### config.mk
export PLATFORM = sky130hd
export DESIGN_NAME = perceptron_accumulator_flat
export DESIGN_NICKNAME = d
export VERILOG_FILES = /design/src/rtl/perceptron_accumulator_if.sv /design/src/rtl/perceptron_accumulator.sv /design/src/flat_wrapper.sv
export SDC_FILE = /design/constraint.sdc
export NUM_CORES = 1
export LEC_CHECK = 0
export ABC_CLOCK_PERIOD_IN_PS = 9300
export BUFFER_PORTS_ARGS = -buffer_cell sky130_fd_sc_hd__buf_2
export CAP_MARGIN = 20
export CORE_AREA = 2 2 177 179
export DETAILED_ROUTE_END_ITERATION = 6
export DIE_AREA = 0 0 179 181
export SYNTH_ARGS = -nofsm -noshare
export SYNTH_HDL_FRONTEND = slang
export SYNTH_SLANG_ARGS = --single-unit
### constraint.sdc
create_clock -name clk_i -period 9.3 [get_ports clk_i]
set_clock_uncertainty 0.15 [all_clocks]
set_input_delay 2.79 -clock clk_i [delete_from_list [all_inputs] [get_ports clk_i]]
set_output_delay 2.79 -clock clk_i [all_outputs]
set_load 0.03 [all_outputs]
### src/rtl/perceptron_accumulator_if.sv
// Product-in / result-out handshake bundle for perceptron_accumulator.
// master: the side feeding products/bias and consuming the result.
// slave : the accumulator itself.
interface perceptron_accumulator_if #(
  parameter int W = 33
);
  logic         product_valid_i;
  logic [W-1:0] product_i;
  logic         ready_o;
  logic [W-1:0] bias_i;
  logic         sum_valid_o;
  logic         sum_ready_i;
  logic [W-1:0] sum_o;
  logic         activation_o;

  modport master (
    output product_valid_i, product_i, bias_i, sum_ready_i,
    input  ready_o, sum_valid_o, sum_o, activation_o
  );

  modport slave (
    input  product_valid_i, product_i, bias_i, sum_ready_i,
    output ready_o, sum_valid_o, sum_o, activation_o
  );
endinterface

### src/rtl/perceptron_accumulator.sv
// perceptron_accumulator: sums N_INPUTS sign-magnitude products plus a bias,
// saturates back to sign-magnitude and presents it with a step activation.
// Optional macro PERCEPTRON_RELU_EN: sum_o becomes ReLU(total) instead of the
// signed saturated total (activation_o unaffected).
module perceptron_accumulator #(
  parameter int q_m      = 17,
  parameter int q_n      = 16,
  parameter int N_INPUTS = 4
) (
  input logic                    clk_i,
  input logic                    reset_ni,
  perceptron_accumulator_if.slave bus
);

  localparam int W  = q_m + q_n;
  localparam int CW = $clog2(N_INPUTS + 1);
  // Wide enough for (N_INPUTS+1) full-scale terms, so no internal overflow.
  localparam int AW = W + CW + 1;
  localparam logic [AW-1:0] MAX_MAG = {{(CW + 2){1'b0}}, {(W - 1){1'b1}}};

  typedef enum logic [1:0] {ACCUM, BIAS, OUT} state_t;

  state_t        state;
  logic [AW-1:0] acc;
  logic [CW-1:0] count;
  logic [W-1:0]  sum_q;
  logic          sum_valid_q;
  logic          act_q;
  logic [AW-1:0] total;

  // Sign-magnitude -> two's complement; negative zero falls out as 0.
  function automatic logic [AW-1:0] to_tc(input logic [W-1:0] x);
    logic [AW-1:0] m;
    m = {{(AW - W + 1){1'b0}}, x[W-2:0]};
    return x[W-1] ? (~m + AW'(1)) : m;
  endfunction

  // Two's complement -> saturated sign-magnitude; zero always comes out +0.
  function automatic logic [W-1:0] sat(input logic [AW-1:0] t);
    logic [AW-1:0] m;
    logic [W-2:0]  mg;
    m  = t[AW-1] ? (~t + AW'(1)) : t;
    mg = (m > MAX_MAG) ? {(W - 1){1'b1}} : m[W-2:0];
`ifdef PERCEPTRON_RELU_EN
    if (t[AW-1]) return '0;
    return {1'b0, mg};
`else
    return {t[AW-1], mg};
`endif
  endfunction

  assign total            = acc + to_tc(bus.bias_i);
  assign bus.ready_o      = (state == ACCUM);
  assign bus.sum_valid_o  = sum_valid_q;
  assign bus.sum_o        = sum_q;
  assign bus.activation_o = act_q;

  // Control FSM plus accumulator, result and activation registers.
  always_ff @(posedge clk_i) begin
    if (!reset_ni) begin
      state       <= ACCUM;
      acc         <= '0;
      count       <= '0;
      sum_q       <= '0;
      sum_valid_q <= 1'b0;
      act_q       <= 1'b0;
    end else begin
      case (state)
        ACCUM: begin
          // ready_o is 1 here, so a valid beat is an accepted beat.
          if (bus.product_valid_i) begin
            acc   <= acc + to_tc(bus.product_i);
            count <= count + CW'(1);
            if (count == CW'(N_INPUTS - 1)) state <= BIAS;
          end
        end
        BIAS: begin
          // bias_i is only looked at on this edge.
          sum_q       <= sat(total);
          act_q       <= ~total[AW-1] & (|total);
          sum_valid_q <= 1'b1;
          state       <= OUT;
        end
        OUT: begin
          // Products are ignored here; the result holds until taken.
          if (bus.sum_ready_i) begin
            sum_valid_q <= 1'b0;
            acc         <= '0;
            count       <= '0;
            state       <= ACCUM;
          end
        end
        default: state <= ACCUM;
      endcase
    end
  end

endmodule

### src/flat_wrapper.sv
// flat-port wrapper written by rule: the top's interface ports become plain ports
module perceptron_accumulator_flat 
#(
  parameter int q_m      = 17,
  parameter int q_n      = 16,
  parameter int N_INPUTS = 4
)
  (clk_i, reset_ni, bus_product_valid_i, bus_product_i, bus_bias_i, bus_sum_ready_i, bus_ready_o, bus_sum_valid_o, bus_sum_o, bus_activation_o);
  perceptron_accumulator_if #(.W((33))) bus_i ();
  input logic clk_i;
  input logic reset_ni;
  input wire logic [$bits(bus_i.product_valid_i)-1:0] bus_product_valid_i;
  input wire logic [$bits(bus_i.product_i)-1:0] bus_product_i;
  input wire logic [$bits(bus_i.bias_i)-1:0] bus_bias_i;
  input wire logic [$bits(bus_i.sum_ready_i)-1:0] bus_sum_ready_i;
  output wire logic [$bits(bus_i.ready_o)-1:0] bus_ready_o;
  output wire logic [$bits(bus_i.sum_valid_o)-1:0] bus_sum_valid_o;
  output wire logic [$bits(bus_i.sum_o)-1:0] bus_sum_o;
  output wire logic [$bits(bus_i.activation_o)-1:0] bus_activation_o;
  assign bus_i.product_valid_i = bus_product_valid_i;
  assign bus_i.product_i = bus_product_i;
  assign bus_i.bias_i = bus_bias_i;
  assign bus_i.sum_ready_i = bus_sum_ready_i;
  assign bus_ready_o = bus_i.ready_o;
  assign bus_sum_valid_o = bus_i.sum_valid_o;
  assign bus_sum_o = bus_i.sum_o;
  assign bus_activation_o = bus_i.activation_o;
  perceptron_accumulator #(.q_m(q_m), .q_n(q_n), .N_INPUTS(N_INPUTS)) u_core (.clk_i(clk_i), .reset_ni(reset_ni), .bus(bus_i));
endmodule
==> results of run 1 <==
worst min-delay path, delay by kind of cell, from the launching register on:
family           cells  cell delay (ns)
flip-flops           1             0.31
AND/OR/NAND/NOR      1             0.06
AO/OA/AOI/OAI        1             0.05
path summary, 6_finish.rpt:
path                                                      startpoint                                   end  slack (ns)  depth (start not counted)
worst max-delay path                                   bus_bias_i[8]     u_core.bus.sum_o[16]$_SDFFE_PN0P_        0.88                         20
worst min-delay path            u_core.bus.activation_o$_SDFFE_PN0P_  u_core.bus.activation_o$_SDFFE_PN0P_        0.32                          2
worst max register to register            u_core.acc[0]$_SDFFE_PN0P_     u_core.bus.sum_o[16]$_SDFFE_PN0P_        4.33                         16
worst min register to register  u_core.bus.activation_o$_SDFFE_PN0P_  u_core.bus.activation_o$_SDFFE_PN0P_        0.32                          2
routing by layer:
layer  part of all wire [%]  vias up  wire [um]
met5                  0.049        -         13
met2                     43      171      11500
met3                    4.8       29       1280
li1                       -     4630          -
met4                    1.9        2        500
met1                     50     4126      13400
state kept, by name (all words and copies together) (netlist names):
name                     count
u_core.bus.sum_o            33
u_core.acc                  37
u_core.bus.activation_o      1
u_core.state                 2
u_core.bus.sum_valid_o       1
u_core.count                 3
power breakdown:
part           internal [mW]  switching (mW)  total (mW)  leakage [nW]
combinational          0.500           0.736        1.24          3.52
sequential             0.365          0.0433       0.408         0.628
clock                  0.212           0.139       0.351         0.139
total                   1.08           0.918        1.99          4.29
logic make-up after synthesis:
logic type	after synthesis	synth area share [%]
simple gates	365	20.7
buf+inv	88	4.00
xor+xnor	142	13.8
mux	7	0.791
compound gates	438	32.4
fa+ha+maj	80	11.3
flops	77	17.1
cell usage in the layout, fill, tap and decap left out, types with 4 or more instances in the layout:
cell	Yosys	final
or3_1	14	14
clkbuf_16	0	9
a211oi_1	14	14
o41ai_1	9	9
o31ai_1	20	20
a21o_1	43	43
nand3_1	29	29
inv_1	32	32
nand2_1	81	81
or2_2	5	5
nor3_1	30	30
nor4_1	8	8
dfxtp_1	77	77
o211ai_1	6	6
o31a_1	6	6
a221oi_1	4	4
a211o_1	8	8
o21a_1	10	10
a21oi_1	80	80
o311ai_0	5	5
and3_1	12	12
xnor2_1	92	92
nand2b_1	21	21
xor2_1	50	50
nand3b_1	5	5
a22oi_1	27	27
buf_2	6	105
o21ai_0	109	109
buf_4	0	7
a31oi_1	40	40
o21bai_1	15	15
nand4_1	14	14
mux2i_1	6	6
nor2b_1	9	8
and2_1	14	14
or4_1	11	11
nor2_1	95	95
ha_1	78	78
area by class of cell:
type	count	share of cell area [%]
Multi-Input combinational cell	1032	70.1
Sequential cell	77	15.2
Timing Repair Buffer	112	5.70
Tap cell	396	4.88
Clock buffer	12	2.43
Inverter	34	1.26
Clock inverter	2	0.345
Antenna cell	3	0.0740
through the flow:
stage | area [um^2] | hold slack [ns] | setup slack [ns] | total power, mW | util, %
4_1_cts | 10100 | 0.322 | 0.971 | 1.99 | 33.4
2_1_floorplan | 9020 | 0.294 | 1.59 | 1.37 | -
5_1_grt | 10100 | 0.352 | 0.438 | 2.16 | 33.4
3_5_place_dp | 9860 | 0.310 | 0.631 | 1.63 | 32.5
3_3_place_gp | 9860 | 0.315 | 0.727 | 1.62 | 32.5
6_report | 10100 | 0.318 | 0.876 | 1.99 | 33.4
==> impl_metrics.yaml, run 1 <==
synthesis:
  ys_ff_latch: 77
  yosys.area.top_type_share_pct: 17.1
  synth_fp_nets: 1347
  avgSynthCellArea_um2: 7.53
  synth_top_area_cell: "dfxtp_1"
  ys_seq_area_share_pct: 17.1
  netlist_area_mm2: 0.00902
  ys_warn_count: 0
  synth.most_common_cell: "o21ai_0"
  synth-edff-count: 0
  synthArstFlopShare_pct: 0
  synth.top_cells.by_count: "109 x o21ai_0, 95 x nor2_1, 92 x xnor2_1"
  synthesis.instances: 1197
  synth.area.top_cells: "dfxtp_1 17%, ha_1 11%, xnor2_1 8.9%"
  synth_cell_types: 82
  ys_dominant_reg_cell: "dfxtp_1"
floorplan:
  die_h_um: 181
  pin_count: 106
  die_x_um: 179
  dieArea_mm2: 0.0324
  core_area_mm2: 0.0303
  initial_core_util_pct: 29.7
  num_rows: 64
route:
  wl_per_cell_um: 16.1
  ant_nets: 0
  vias: 8958
  vias_per_cell: 5.37
  first_pass_iters: 5
  routed_wl_um: 26800
  first_iter_violations: 642
  drc: 0
worst_setup_path:
  endpoint_kind: "flop"
  crit_chain: "buf_2, or4_1, nor3_1, nand3_1, o21ai_0, xnor2_1, ha_1, o21ai_0, o21bai_1, nor3_1, o21ba_2, a211oi_1, mux2i_1, o221ai_1, nor4_2, a41oi_1, o22a_1, a211oi_4, buf_4, a31oi_1"
  critical_path_class: "in2reg"
  cp_data_required_time_ns: 9.36
  path_buf_inv: 2
  slowest_stage: "or4_1"
  crit_path_max_incr_delay_ns: 0.58
  critPathArrivalTime_ns: 8.48
  crit_path_start_kind: "input port"
  critPathTopFamily: "compound AO/OA/AOI/OAI gates"
  critical_path.max_fanout: 32
clock_tree:
  cts_made_buffers: 9
  cts-root-buf: "clkbuf_16"
  cts_setup_buffers: 0
  cts_buffer_depth: 2
  cts.repair.resized: 0
  hold_buffers: 0
  htree_levels: 3
  insertion_delay_ns: 0.35
  cts_sinks: 77
  cts_tree: "done"
  clk_pin_slew_ns: 0.06
timing:
  relSlewSlack_pct: 41.1
  rsz0062_at_grt: "false"
  worst_pin_slew_ns: 0.873
  fmax_mhz: 119
  setup_tns_ns: 0
  setup_viol: 0
  period_share_pct: 90.6
  hold_viol: 0
  fin_crit_ns: 8.42
  finalMaxSlewViolations: 0
power:
  p_leak_nw: 4.29
  power_density_mw_per_mm2: 197
  vdd_ir_drop_max_mv: 0.0822
grt:
  grt_pass1_wl_um: 42800
  grt_overflow: 0
  grt_use_met3_pct: 2.38
  antenna_found_initial: 4
  grt_max_degree: 39
  grt_util_met2_pct: 24.8
  grt_use_met1_pct: 23.2
  grt_pass1_vias: 8262
  grt.total_usage_pct: 16.3
  grt-busiest-layer: "met2"
worst_hold_path:
  hp-class: "reg2reg"
run:
  max-cap-violations: 0
finish:
  multiInputGateArea_mm2: 0.00712
  final_cells: 1668
  seqCellArea_mm2: 0.00154
  fillers: 3199
  area_growth_pct: 12.6
  final_nets: 1416
  layout-drive-gt1-share_pct: 12.4
placed_design:
  dp_hpwl_um: 21900
  io_buffers: 105
  dp.cells: 1651
  gp_congestion: 0.900
outcome:
  status: "complete, no violations"
No activity file was read; power rests on OpenSTA's default activity.
==> inputs of run 2 (changes only) <==
--- a/config.mk
+++ b/config.mk
@@ -9,8 +9,10 @@
 export BUFFER_PORTS_ARGS = -buffer_cell sky130_fd_sc_hd__buf_2
 export CAP_MARGIN = 20
 export CORE_AREA = 2 2 177 179
+export CTS_BUF_LIST = sky130_fd_sc_hd__clkbuf_8
 export DETAILED_ROUTE_END_ITERATION = 6
 export DIE_AREA = 0 0 179 181
+export SLEW_MARGIN = 20
 export SYNTH_ARGS = -nofsm -noshare
 export SYNTH_HDL_FRONTEND = slang
 export SYNTH_SLANG_ARGS = --single-unit
==> impl_metrics.yaml, run 2 (same netlist as run 1, synthesis figures left out) <==
clock_tree:
  cts_tree: "done"
  cts_made_buffers: 9
  clk_pin_slew_ns: 0.09
  htree_levels: 3
  cts_sinks: 77
  cts.repair.resized: 0
  cts_buffer_depth: 2
  insertion_delay_ns: 0.38
  hold_buffers: 0
  cts_setup_buffers: 0
  cts-root-buf: "clkbuf_8"
timing:
  period_share_pct: 90.3
  fin_crit_ns: 8.40
  relSlewSlack_pct: 41.2
  fmax_mhz: 119
  setup_ws_ns: 0.904
  rsz0062_at_grt: "false"
  worst_pin_slew_ns: 0.871
  setup_tns_ns: 0
  setup_viol: 0
  finalMaxSlewViolations: 0
  hold_viol: 0
placed_design:
  place_ws_ns: 0.631
  io_buffers: 105
  gp_congestion: 0.900
  dp_hpwl_um: 21900
finish:
  top_register: "u_core.acc"
  fillers: 3218
  area_growth_pct: 11.4
  final_nets: 1416
  final_cell_mix: "109 x o21ai_0, 105 x buf_2, 95 x nor2_1"
  final_common_cell: "o21ai_0"
  largest_reg_flops: 37
  postLayoutCoreUtil_pct: 33.1
  layout-drive-gt1-share_pct: 12.4
power:
  power.share.clock_pct: 13.4
  switching_power_uw: 908
  power_density_mw_per_mm2: 189
  vdd_ir_drop_max_mv: 0.0673
  intPower_uw: 990
  swShare_pct: 47.8
  combPwrFrac_pct: 65.2
  p_leak_nw: 4.25
  power_frac_seq_pct: 21.5
floorplan:
  core_area_mm2: 0.0303
  pin_count: 106
  die_x_um: 179
  initial_core_util_pct: 29.7
  dieArea_mm2: 0.0324
  num_rows: 64
  die_h_um: 181
grt:
  grt_max_degree: 39
  grt_pass1_vias: 8288
  grt_pass1_wl_um: 42900
  grt_overflow: 0
  antenna_found_initial: 4
  grt.total_usage_pct: 16.3
route:
  drc: 0
  first_pass_iters: 5
  ant_nets: 0
  vias: 9007
  routed_wl_um: 26900
  vias_per_cell: 5.40
  wl_per_cell_um: 16.1
  first_iter_violations: 618
worst_setup_path:
  cp_data_required_time_ns: 9.38
  critPathArrivalTime_ns: 8.47
  endpoint_kind: "flop"
  crit_path_start_kind: "input port"
  critical_path.max_fanout: 32
  critical_path_class: "in2reg"
outcome:
  status: "complete, no violations"
worst_hold_path:
  hp-class: "reg2reg"
run:
  max-cap-violations: 0
-- run 2: metrics by stage --
stage	instance area (um^2)	hold WS [ns]	std cells	power, mW
floorplan	9020	0.294	1197	1.37
global placement	9860	0.315	1651	1.62
detailed placement	9860	0.310	1651	1.63
CTS	10000	0.326	1665	1.89
global route	10000	0.355	1668	2.06
finish	10000	0.321	1668	1.90
-- run 2: path summary, 6_finish.rpt --
check / to / slack, ns / depth (start not counted) / start
min reg2reg: u_core.bus.activation_o$_SDFFE_PN0P_ / 0.32 / 2 / u_core.bus.activation_o$_SDFFE_PN0P_
min: u_core.bus.activation_o$_SDFFE_PN0P_ / 0.32 / 2 / u_core.bus.activation_o$_SDFFE_PN0P_
max reg2reg: u_core.bus.sum_o[13]$_SDFFE_PN0P_ / 4.31 / 16 / u_core.acc[0]$_SDFFE_PN0P_
max: u_core.bus.sum_o[13]$_SDFFE_PN0P_ / 0.90 / 21 / bus_bias_i[8]
-- run 2: metal layers --
layer  vias to the layer above  global-route usage (%)  share of wire, %
li1                       4624                       -                 -
met3                        34                    2.38               4.8
met2                       209                    24.6                42
met5                         -                       0             0.048
met1                      4138                    23.2                50
met4                         2                    6.05               2.4
-- run 2: final cells by class --
class	instances	area (um^2)	share of cell area, %
flip-flops and latches	77	1540	15.3
repair buffers	112	578	5.75
well taps	396	495	4.93
clock inverters	4	42.5	0.423
diodes	3	7.51	0.0747
multi-input cells	1032	7120	70.8
clock buffers	10	138	1.37
inverters	34	128	1.27
-- run 2: worst max-delay path: stages --
cell and delay [ns]:
buf_2 0.12, or4_1 0.57, nor3_1 0.35, nand2b_1 0.15, nand2b_1 0.31, o21ai_0 0.27
xnor2_1 0.15, ha_1 0.36, a21o_1 0.24, a21oi_1 0.16, o21bai_1 0.11, nor4b_1 0.43
a21oi_1 0.16, xnor2_1 0.41, nand4b_1 0.27, nor4_2 0.44, a41oi_1 0.20, o22a_1 0.27
a211oi_4 0.20, buf_4 0.33, a31oi_1 0.14
-- run 2: power groups by stage --
stage	clock, mW	sequential, mW	combinational [mW]
finish	0.253	0.408	1.24
global route	0.270	0.412	1.38
CTS	0.259	0.407	1.23
detailed placement	0	0.414	1.22
global placement	0	0.414	1.21
floorplan	0	0.396	0.971
